<file path="config.mk">
export PLATFORM = sky130hd
export DESIGN_NAME = nco_sweep_ctrl
export DESIGN_NICKNAME = d
export VERILOG_FILES = /design/src/rtl/nco_ctrl_pkg.sv /design/src/rtl/nco_fcw_stepper.sv /design/src/rtl/nco_sweep_ctrl.sv
export SDC_FILE = /design/constraint.sdc
export NUM_CORES = 1
export LEC_CHECK = 0
export ABC_AREA = 1
export BUFFER_PORTS_ARGS = -buffer_cell sky130_fd_sc_hd__clkbuf_2
export CORE_ASPECT_RATIO = 1.2
export CORE_MARGIN = 1.5
export CORE_UTILIZATION = 56
export CTS_BUF_LIST = sky130_fd_sc_hd__clkbuf_16
export CTS_CLUSTER_DIAMETER = 40
export DETAILED_ROUTE_END_ITERATION = 10
export GPL_ROUTABILITY_DRIVEN = 0
export HOLD_SLACK_MARGIN = 0.05
export PLACE_DENSITY = 0.8
export SYNTH_ARGS = -nofsm -noshare
export SYNTH_HDL_FRONTEND = slang
export SYNTH_SLANG_ARGS = --single-unit
</file>
<file path="constraint.sdc">
create_clock -name clk -period 5.78 [get_ports clk]
set_input_delay 0.867 -clock clk [delete_from_list [all_inputs] [get_ports clk]]
set_output_delay 0.867 -clock clk [all_outputs]
set_load 0.01 [all_outputs]
</file>
<file path="src/rtl/nco_ctrl_pkg.sv">
// Shared types and default sizing for the NCO sweep controller.
package nco_ctrl_pkg;

    localparam int unsigned FCW_W_DEF     = 20;
    localparam int unsigned DW_DEF        = 12;
    localparam int unsigned CNT_W_DEF     = 16;
    localparam int unsigned FLUSH_CYC_DEF = 10;

    typedef enum logic [2:0] {
        ST_IDLE  = 3'd0,
        ST_LOAD  = 3'd1,
        ST_FLUSH = 3'd2,
        ST_RUN   = 3'd3,
        ST_DONE  = 3'd4
    } state_t;

endpackage

</file>
<file path="src/rtl/nco_fcw_stepper.sv">
// FCW accumulator and step index counter for the frequency sweep.
module nco_fcw_stepper #(
    parameter int unsigned FCW_W = 20,
    parameter int unsigned CNT_W = 16
) (
    input  logic             clk,
    input  logic             rst,
    input  logic             i_load,
    input  logic [FCW_W-1:0] i_fcw_start,
    input  logic [FCW_W-1:0] i_fcw_step,
    input  logic [CNT_W-1:0] i_num_steps,
    input  logic             i_adv,
    output logic [FCW_W-1:0] o_fcw,
    output logic [CNT_W-1:0] o_step_idx,
    output logic             o_last_c
);

    logic [FCW_W-1:0] r_fcw;
    logic [FCW_W-1:0] r_fcw_step;
    logic [CNT_W-1:0] r_num_steps;
    logic [CNT_W-1:0] r_step_idx;

    // Load sweep origin on start, advance one step (modular add) on request.
    always_ff @(posedge clk or posedge rst) begin
        if (rst) begin
            r_fcw       <= '0;
            r_fcw_step  <= '0;
            r_num_steps <= '0;
            r_step_idx  <= '0;
        end else if (i_load) begin
            r_fcw       <= i_fcw_start;
            r_fcw_step  <= i_fcw_step;
            r_num_steps <= i_num_steps;
            r_step_idx  <= '0;
        end else if (i_adv) begin
            r_fcw       <= r_fcw + r_fcw_step;
            r_step_idx  <= r_step_idx + CNT_W'(1);
        end
    end

    assign o_fcw      = r_fcw;
    assign o_step_idx = r_step_idx;
    // Only consulted while a sweep with num_steps >= 1 is active.
    assign o_last_c   = (r_step_idx == r_num_steps - CNT_W'(1));

endmodule

</file>
<file path="src/rtl/nco_sweep_ctrl.sv">
// Stepped-frequency sweep sequencer driving the CORDIC NCO control inputs.
module nco_sweep_ctrl
    import nco_ctrl_pkg::*;
#(
    parameter int unsigned FCW_W     = FCW_W_DEF,
    parameter int unsigned DW        = DW_DEF,
    parameter int unsigned CNT_W     = CNT_W_DEF,
    parameter int unsigned FLUSH_CYC = FLUSH_CYC_DEF
) (
    input  logic             clk,
    input  logic             rst,
    input  logic             start,
    input  logic             abort,
    input  logic [FCW_W-1:0] cfg_fcw_start,
    input  logic [FCW_W-1:0] cfg_fcw_step,
    input  logic [CNT_W-1:0] cfg_num_steps,
    input  logic [CNT_W-1:0] cfg_dwell,
    input  logic             cfg_sel_xy,
    input  logic             cfg_sel_sign,
    output logic             nco_en,
    output logic [FCW_W-1:0] nco_fcw,
    output logic             nco_sel_xy,
    output logic             nco_sel_sign,
    input  logic             nco_vld,
    input  logic [DW-1:0]    nco_dout,
    output logic             smp_valid,
    output logic [DW-1:0]    smp_data,
    output logic [CNT_W-1:0] smp_step,
    output logic             smp_last,
    output logic             busy,
    output logic             done
);

    localparam int unsigned FL_W = (FLUSH_CYC > 1) ? $clog2(FLUSH_CYC) : 1;

    state_t           r_state;
    logic [CNT_W-1:0] r_dwell;
    logic [CNT_W-1:0] r_smp_cnt;
    logic [FL_W-1:0]  r_flush_cnt;

    logic             w_load;
    logic             w_adv;
    logic             w_last_step;
    logic             w_dwell_end;
    logic [CNT_W-1:0] w_step_idx;

    assign w_dwell_end = (r_smp_cnt == r_dwell - CNT_W'(1));
    assign w_load      = (r_state == ST_IDLE) && start && !abort;
    assign w_adv       = (r_state == ST_RUN) && !abort && nco_vld && w_dwell_end && !w_last_step;

    nco_fcw_stepper #(
        .FCW_W (FCW_W),
        .CNT_W (CNT_W)
    ) u_stepper (
        .clk         (clk),
        .rst         (rst),
        .i_load      (w_load),
        .i_fcw_start (cfg_fcw_start),
        .i_fcw_step  (cfg_fcw_step),
        .i_num_steps (cfg_num_steps),
        .i_adv       (w_adv),
        .o_fcw       (nco_fcw),
        .o_step_idx  (w_step_idx),
        .o_last_c    (w_last_step)
    );

    // Sweep FSM with flush/sample counters; outputs track the state they enter.
    always_ff @(posedge clk or posedge rst) begin
        if (rst) begin
            r_state      <= ST_IDLE;
            r_dwell      <= '0;
            r_smp_cnt    <= '0;
            r_flush_cnt  <= '0;
            nco_en       <= 1'b0;
            nco_sel_xy   <= 1'b0;
            nco_sel_sign <= 1'b0;
            smp_valid    <= 1'b0;
            smp_data     <= '0;
            smp_step     <= '0;
            smp_last     <= 1'b0;
            busy         <= 1'b0;
            done         <= 1'b0;
        end else begin
            smp_valid <= 1'b0;
            smp_last  <= 1'b0;
            done      <= 1'b0;
            if (abort && (r_state != ST_IDLE)) begin
                r_state <= ST_IDLE;
                nco_en  <= 1'b0;
                busy    <= 1'b0;
            end else begin
                case (r_state)
                    ST_IDLE: begin
                        if (start && !abort) begin
                            r_dwell      <= cfg_dwell;
                            nco_sel_xy   <= cfg_sel_xy;
                            nco_sel_sign <= cfg_sel_sign;
                            if ((cfg_num_steps == '0) || (cfg_dwell == '0)) begin
                                r_state <= ST_DONE;
                            end else begin
                                r_state <= ST_LOAD;
                                busy    <= 1'b1;
                            end
                        end
                    end
                    ST_LOAD: begin
                        r_state     <= ST_FLUSH;
                        r_flush_cnt <= '0;
                        nco_en      <= 1'b1;
                    end
                    ST_FLUSH: begin
                        if (r_flush_cnt == FL_W'(FLUSH_CYC - 1)) begin
                            r_state   <= ST_RUN;
                            r_smp_cnt <= '0;
                        end else begin
                            r_flush_cnt <= r_flush_cnt + FL_W'(1);
                        end
                    end
                    ST_RUN: begin
                        if (nco_vld) begin
                            smp_valid <= 1'b1;
                            smp_data  <= nco_dout;
                            smp_step  <= w_step_idx;
                            r_smp_cnt <= r_smp_cnt + CNT_W'(1);
                            if (w_dwell_end) begin
                                nco_en <= 1'b0;
                                if (w_last_step) begin
                                    smp_last <= 1'b1;
                                    busy     <= 1'b0;
                                    r_state  <= ST_DONE;
                                end else begin
                                    r_state  <= ST_LOAD;
                                end
                            end
                        end
                    end
                    ST_DONE: begin
                        done    <= 1'b1;
                        r_state <= ST_IDLE;
                    end
                    default: begin
                        r_state <= ST_IDLE;
                        nco_en  <= 1'b0;
                        busy    <= 1'b0;
                    end
                endcase
            end
        end
    end

endmodule

</file>
-- Yosys cells after proc, flatten, opt, wreduce, memory -nomap -nowiden
Index checks and enable logic that the tools add are counted.
- $add $sub $neg: 6
- multipliers: 0
- div/mod/pow operators: 0
- $lt $le $gt $ge: 0
- equality and inequality tests: 18
- shifts and indexed selects: 0
- mux-type cells: 38
- bitwise gates (word level): 1
- reduce and logical (&&, ||, !) cells: 27
- operator list (cell ; number):
    $mux W16 ; 4
    $mux W20 ; 2
    $add A16 B1 Y16 const B ; 2
    $eq A16 B16 Y1 ; 2
    $logic_not A16 Y1 ; 2
    $pmux W16 S2 ; 1
    $sub A16 B1 Y16 const B ; 2
    $mux W3 ; 7
    $add A20 B20 Y20 ; 1
    $mux W1 ; 19
    $pmux W3 S4 ; 1
    $reduce_and A3 Y1 ; 4
    $ne A3 B2 Y1 const B ; 3
    $logic_and A1 B1 Y1 ; 8
    $pmux W4 S2 ; 1
    $reduce_and A4 Y1 ; 2
    $eq A3 B2 Y1 const B ; 2
    $ne A2 B2 Y1 const B ; 3
    $ne A3 B3 Y1 const B ; 2
    $pmux W1 S3 ; 2
    $reduce_and A6 Y1 ; 1
    $reduce_bool A2 Y1 ; 3
    $reduce_or A3 Y1 ; 2
    $add A4 B1 Y4 const B ; 1
    11 further kinds ; 13
- register bits: 146
- bits in latches: 0
- bits in writable memories: 0
- bits in read-only memories: 0
- output and inout port bits: 55
- word-level logic and storage cells: 107
- memories kept: 0

-- Depth between registers and ports, before layout
- depth after elaboration: 7
- mapped depth: 17
- gate-level depth less buffers: 17

-- Cells and area by module
Synthesis repeated with hierarchy kept, for this count alone.
- cell total of the unflattened synthesis: 1180
- area, all modules: 8660.8 um^2
- by module, submodules not included (module ; instances ; cells an instance ; area each (um^2) ; sequential area each (um^2)):
    nco_fcw_stepper ; 1 ; 649 ; 4690.7 ; 1801.7
    nco_sweep_ctrl ; 1 ; 531 ; 3970.1 ; 1851.8

-- Worst setup path before layout
No wires, ideal clock.
- kind: flip-flop to flip-flop
- from: register u_stepper.r_fcw[0] (netlist: u_stepper.o_fcw[0])
- to: register u_stepper.r_fcw[10] (netlist: u_stepper.o_fcw[10])
- library setup time: 0.117 ns
- arrival time: 2.192 ns
- setup slack: 3.471 ns
- cell stages (with the launch flop): 18
- clock period less this slack: 2.309 ns
- path through: dfrtp_1 -> ha_1 -> inv_1 -> fa_1 -> inv_1 -> nand2_1 -> o21ai_0 -> nand2_1 -> nand2_1 -> inv_1 -> o21ai_0 -> nand2_1 -> nand2_1 -> nand2_1 -> nand3_1 -> nand2_1 -> nand2_1 -> nand2_1
- word-level cells in the longest chain between the ends: 3
- RTL lines (element ; line ; text):
    start, declared ; nco_fcw_stepper.sv:18 ; logic [FCW_W-1:0] r_fcw;
    start signal, assigned ; nco_fcw_stepper.sv:31 ; r_fcw <= i_fcw_start;
    start signal, assigned ; nco_fcw_stepper.sv:36 ; r_fcw <= r_fcw + r_fcw_step;
    $add A20 B20 Y20 ; nco_fcw_stepper.sv:36 ;
    $mux W20 ; nco_fcw_stepper.sv:35 ; end else if (i_adv) begin
    $mux W20 ; nco_fcw_stepper.sv:30 ; end else if (i_load) begin
Every way passes these cells. The select of a mux whose other input is x is not followed.
A chain may end at the register's enable or synchronous reset.

-- Worst setup path after layout
- from: register r_dwell[0]
- to: register u_stepper.r_step_idx[12] (netlist: u_stepper.o_step_idx[12])
- word-level cells in the longest chain between the ends: 5
- RTL lines (element ; line ; text):
    start, declared ; nco_sweep_ctrl.sv:37 ; logic [CNT_W-1:0] r_dwell;
    start signal, assigned ; nco_sweep_ctrl.sv:95 ; r_dwell <= cfg_dwell;
    $sub A16 B1 Y16 ; nco_sweep_ctrl.sv:47 ; assign w_dwell_end = (r_smp_cnt == r_dwell - CNT_W'(1));
    $eq A16 B16 Y1 ; nco_sweep_ctrl.sv:47 ;
    $logic_and A1 B1 Y1 (2 in a row) ; nco_sweep_ctrl.sv:49 ; assign w_adv = (r_state == ST_RUN) && !abort && nco_vld && w_dwell_end && !w_last_step;
    $reduce_bool A2 Y1 (no line) ; - ;
    end signal, assigned ; nco_fcw_stepper.sv:37 ; r_step_idx <= r_step_idx + CNT_W'(1);
    end, declared ; nco_fcw_stepper.sv:21 ; logic [CNT_W-1:0] r_step_idx;
Every way passes these cells.

==> results.json <==
{
  "synth_top_area_cell": "dfrtp_1",
  "status": "finished, final reports clean",
  "ys_warn_count": 0,
  "ctsHoldBuffers": 0,
  "cts.htree.levels": 4,
  "routed_wl_um": 24300,
  "crit_fanout": 37,
  "fin_skew_ns": 0.0122,
  "synth_edf_count": 0,
  "start_kind": "register",
  "final_cell_mix": "nand2_1 (503), dfrtp_1 (146), clkbuf_2 (145), nor2_1 (110), inv_1 (108)",
  "critPathArrivalTime_ns": 3.64,
  "avgSynthCellArea_um2": 7.01,
  "rr_startpoint": "r_dwell[0]",
  "start_util": 0.570,
  "cts_max_path_buffers": 2,
  "met3_length_um": 1390,
  "place_inst": 1638,
  "design_area_mm2": 0.0107,
  "seq_area_frac_synth": 0.396,
  "cts_setup_buffers": 0,
  "core_mm2": 0.0162,
  "synth_area_leaders": "dfrtp_1 (40%), nand2_1 (20%), nand3_1 (5.6%)",
  "cts_buffers": 17,
  "setup_violations": 0,
  "grt_usage": 0.289,
  "insertion_delay_ns": 0.43,
  "endpoint_kind": "register",
  "rows": 51,
  "cts_tree": "done",
  "dpl_cell_area_mm2": 0.0101,
  "tightest_slew_ns": 1.09,
  "rsz0062_at_grt": "no",
  "synth.distinct_cells": 44,
  "drt-pass1-iter-count": 6,
  "detail_route.wl_per_cell_um": 14.6,
  "cp.required_ns": 6.15,
  "synth_top_area_share": 0.396,
  "crit_path_start": "r_dwell[0]",
  "synthCells": 1316,
  "fillerInstances": 1444,
  "die_x_um": 120,
  "wl_met1_um": 10500,
  "max_slew_margin": 0.271,
  "synth-seq-cells": 146,
  "antenna_cells": 0,
  "wl_met2_um": 11700,
  "hold_violations": 0,
  "hold_class": "register to register",
  "cts_root_buffer": "clkbuf_16",
  "drc_errors": 0,
  "antenna_found_initial": 0,
  "max_freq_ghz": 0.306,
  "async_flop_share": 1.00,
  "whs_ns": 0.471,
  "num_vias": 9114,
  "grt_max_degree": 107,
  "drive_gt1_frac": 0.142,
  "cts_resized": 0,
  "drv_cap": 0,
  "postRouteAntennaNets": 0,
  "final_common_cell": "nand2_1",
  "dieArea_mm2": 0.0173,
  "grt_overflow_total": 0,
  "ir_worst_vdd_mv": 0.271,
  "post-dp-hpwl_um": 17400,
  "syn-num-nets": 1433,
  "p_leak_nw": 5.71,
  "highest_layer": "met4",
  "avgViaCountPerCell": 5.46,
  "min_from": "busy",
  "fin_crit_sh": 0.566,
  "cts.clk_slew.worst_paths_ns": 0.06,
  "ios": 146,
  "area_growth_pct": 15.6,
  "timing.setup.tns_ns": 0,
  "synth_ff_type": "dfrtp_1",
  "grt_pass1_vias": 8545,
  "maxSlewViolCount": 0,
  "drt_iter0_markers": 769,
  "grt_pass1_wl_um": 39700,
  "clock-sinks": 146,
  "netlist_area_mm2": 0.00923,
  "die_h_um": 144,
  "crit_type": "register to register",
  "powerDensity_mw_per_mm2": 518,
  "instances_no_fill": 1669,
  "io_buffers": 145,
  "fin_nets": 1562,
  "post-route-min-period_ns": 3.27
}
-- stage by stage --
stage	utilization	power, mW	setup WS (ns)
after floorplan	-	3.66	0.990
after global placement	0.622	4.27	2.32
after detailed placement	0.622	4.34	2.24
after CTS	0.659	5.50	2.55
after global routing	0.659	6.00	2.30
final	0.659	5.53	2.51
-- worst max-delay path, stage by stage, from the launching register on --
cell	delay [ns]
dfrtp_1	0.40
inv_1	0.11
ha_1	0.32
nand2_1	0.17
nand2_1	0.13
nand2_1	0.06
nand2_1	0.09
nand2_1	0.06
nor2_1	0.10
nand2_1	0.07
nor2_1	0.12
nand3_1	0.20
nor2_4	0.34
nand2_4	0.36
nand2_4	0.41
nand2_1	0.13
nand2_1	0.09
-- where the power goes --
group	internal (mW)	total [mW]	switching, mW	leakage (nW)
registers	1.38	1.72	0.341	1.86
logic	1.00	2.68	1.68	3.57
clock network	0.675	1.13	0.454	0.286
total	3.05	5.53	2.47	5.71
-- flip-flops by register name, summed over array words and instances, names as in the netlist --
register / flops
nco_en: 1
smp_valid: 1
nco_sel_sign: 1
nco_sel_xy: 1
r_flush_cnt: 4
u_stepper.r_num_steps: 16
r_state: 3
smp_step: 16
u_stepper.r_fcw_step: 20
busy: 1
r_smp_cnt: 16
done: 1
u_stepper.o_fcw: 20
r_dwell: 16
smp_data: 12
smp_last: 1
u_stepper.o_step_idx: 16
-- path summary, 6_finish.rpt --
kind	depth (start not counted)	endpoint	slack, ns
setup / recovery	16	u_stepper.o_step_idx[12]	2.51
hold / removal	2	busy	0.47
setup reg to reg	16	u_stepper.o_step_idx[12]	2.51
hold reg to reg	2	busy	0.47
max in group asynchronous	3	r_smp_cnt[8]	3.87
min in group asynchronous	2	u_stepper.r_fcw_step[14]	0.56
-- metal layers --
layer  global-route usage  vias up
li1                     -     4515
met1                0.363     4210
met2                0.488      331
met3               0.0532       58
met4                0.128        0
met5                    0        -
-- cell usage after synthesis (2+ instances only) --
cell,count
nand3_2,2
nor3b_1,3
nand2_2,4
clkinv_1,2
buf_1,3
clkbuf_2,3
xnor2_1,23
nand3b_1,11
nor2_4,5
buf_4,3
nor2_1,110
dfrtp_1,146
nor4_1,15
o31ai_1,2
o22ai_1,2
xor2_1,29
buf_6,2
a31oi_1,5
nand3_1,104
nor3_1,20
nor2_2,6
nand2_4,2
or2_2,8
o21a_1,4
ha_1,25
a21o_1,3
nand2_1,504
clkbuf_1,26
o21ai_0,60
inv_1,108
a21oi_1,34
nand4_1,30
-- cell families after synthesis --
group | after synthesis | share of synthesized area
fa+ha+maj | 26 | 0.0361
compound gates | 116 | 0.0684
buf+inv | 148 | 0.0636
simple gates | 827 | 0.384
flops | 146 | 0.396
xor+xnor | 53 | 0.0518
-- cell type report --
| type | instances | area, um2 | area share |
|---|---|---|---|
| multi-input cells | 1022 | 5000 | 0.468 |
| flip-flops and latches | 146 | 3650 | 0.342 |
| clock inverters | 14 | 165 | 0.0155 |
| clock buffers | 17 | 425 | 0.0399 |
| well taps | 212 | 265 | 0.0249 |
| inverters | 110 | 418 | 0.0392 |
| repair buffers | 148 | 748 | 0.0701 |
Note: power is estimated with default switching activity, not from simulation.
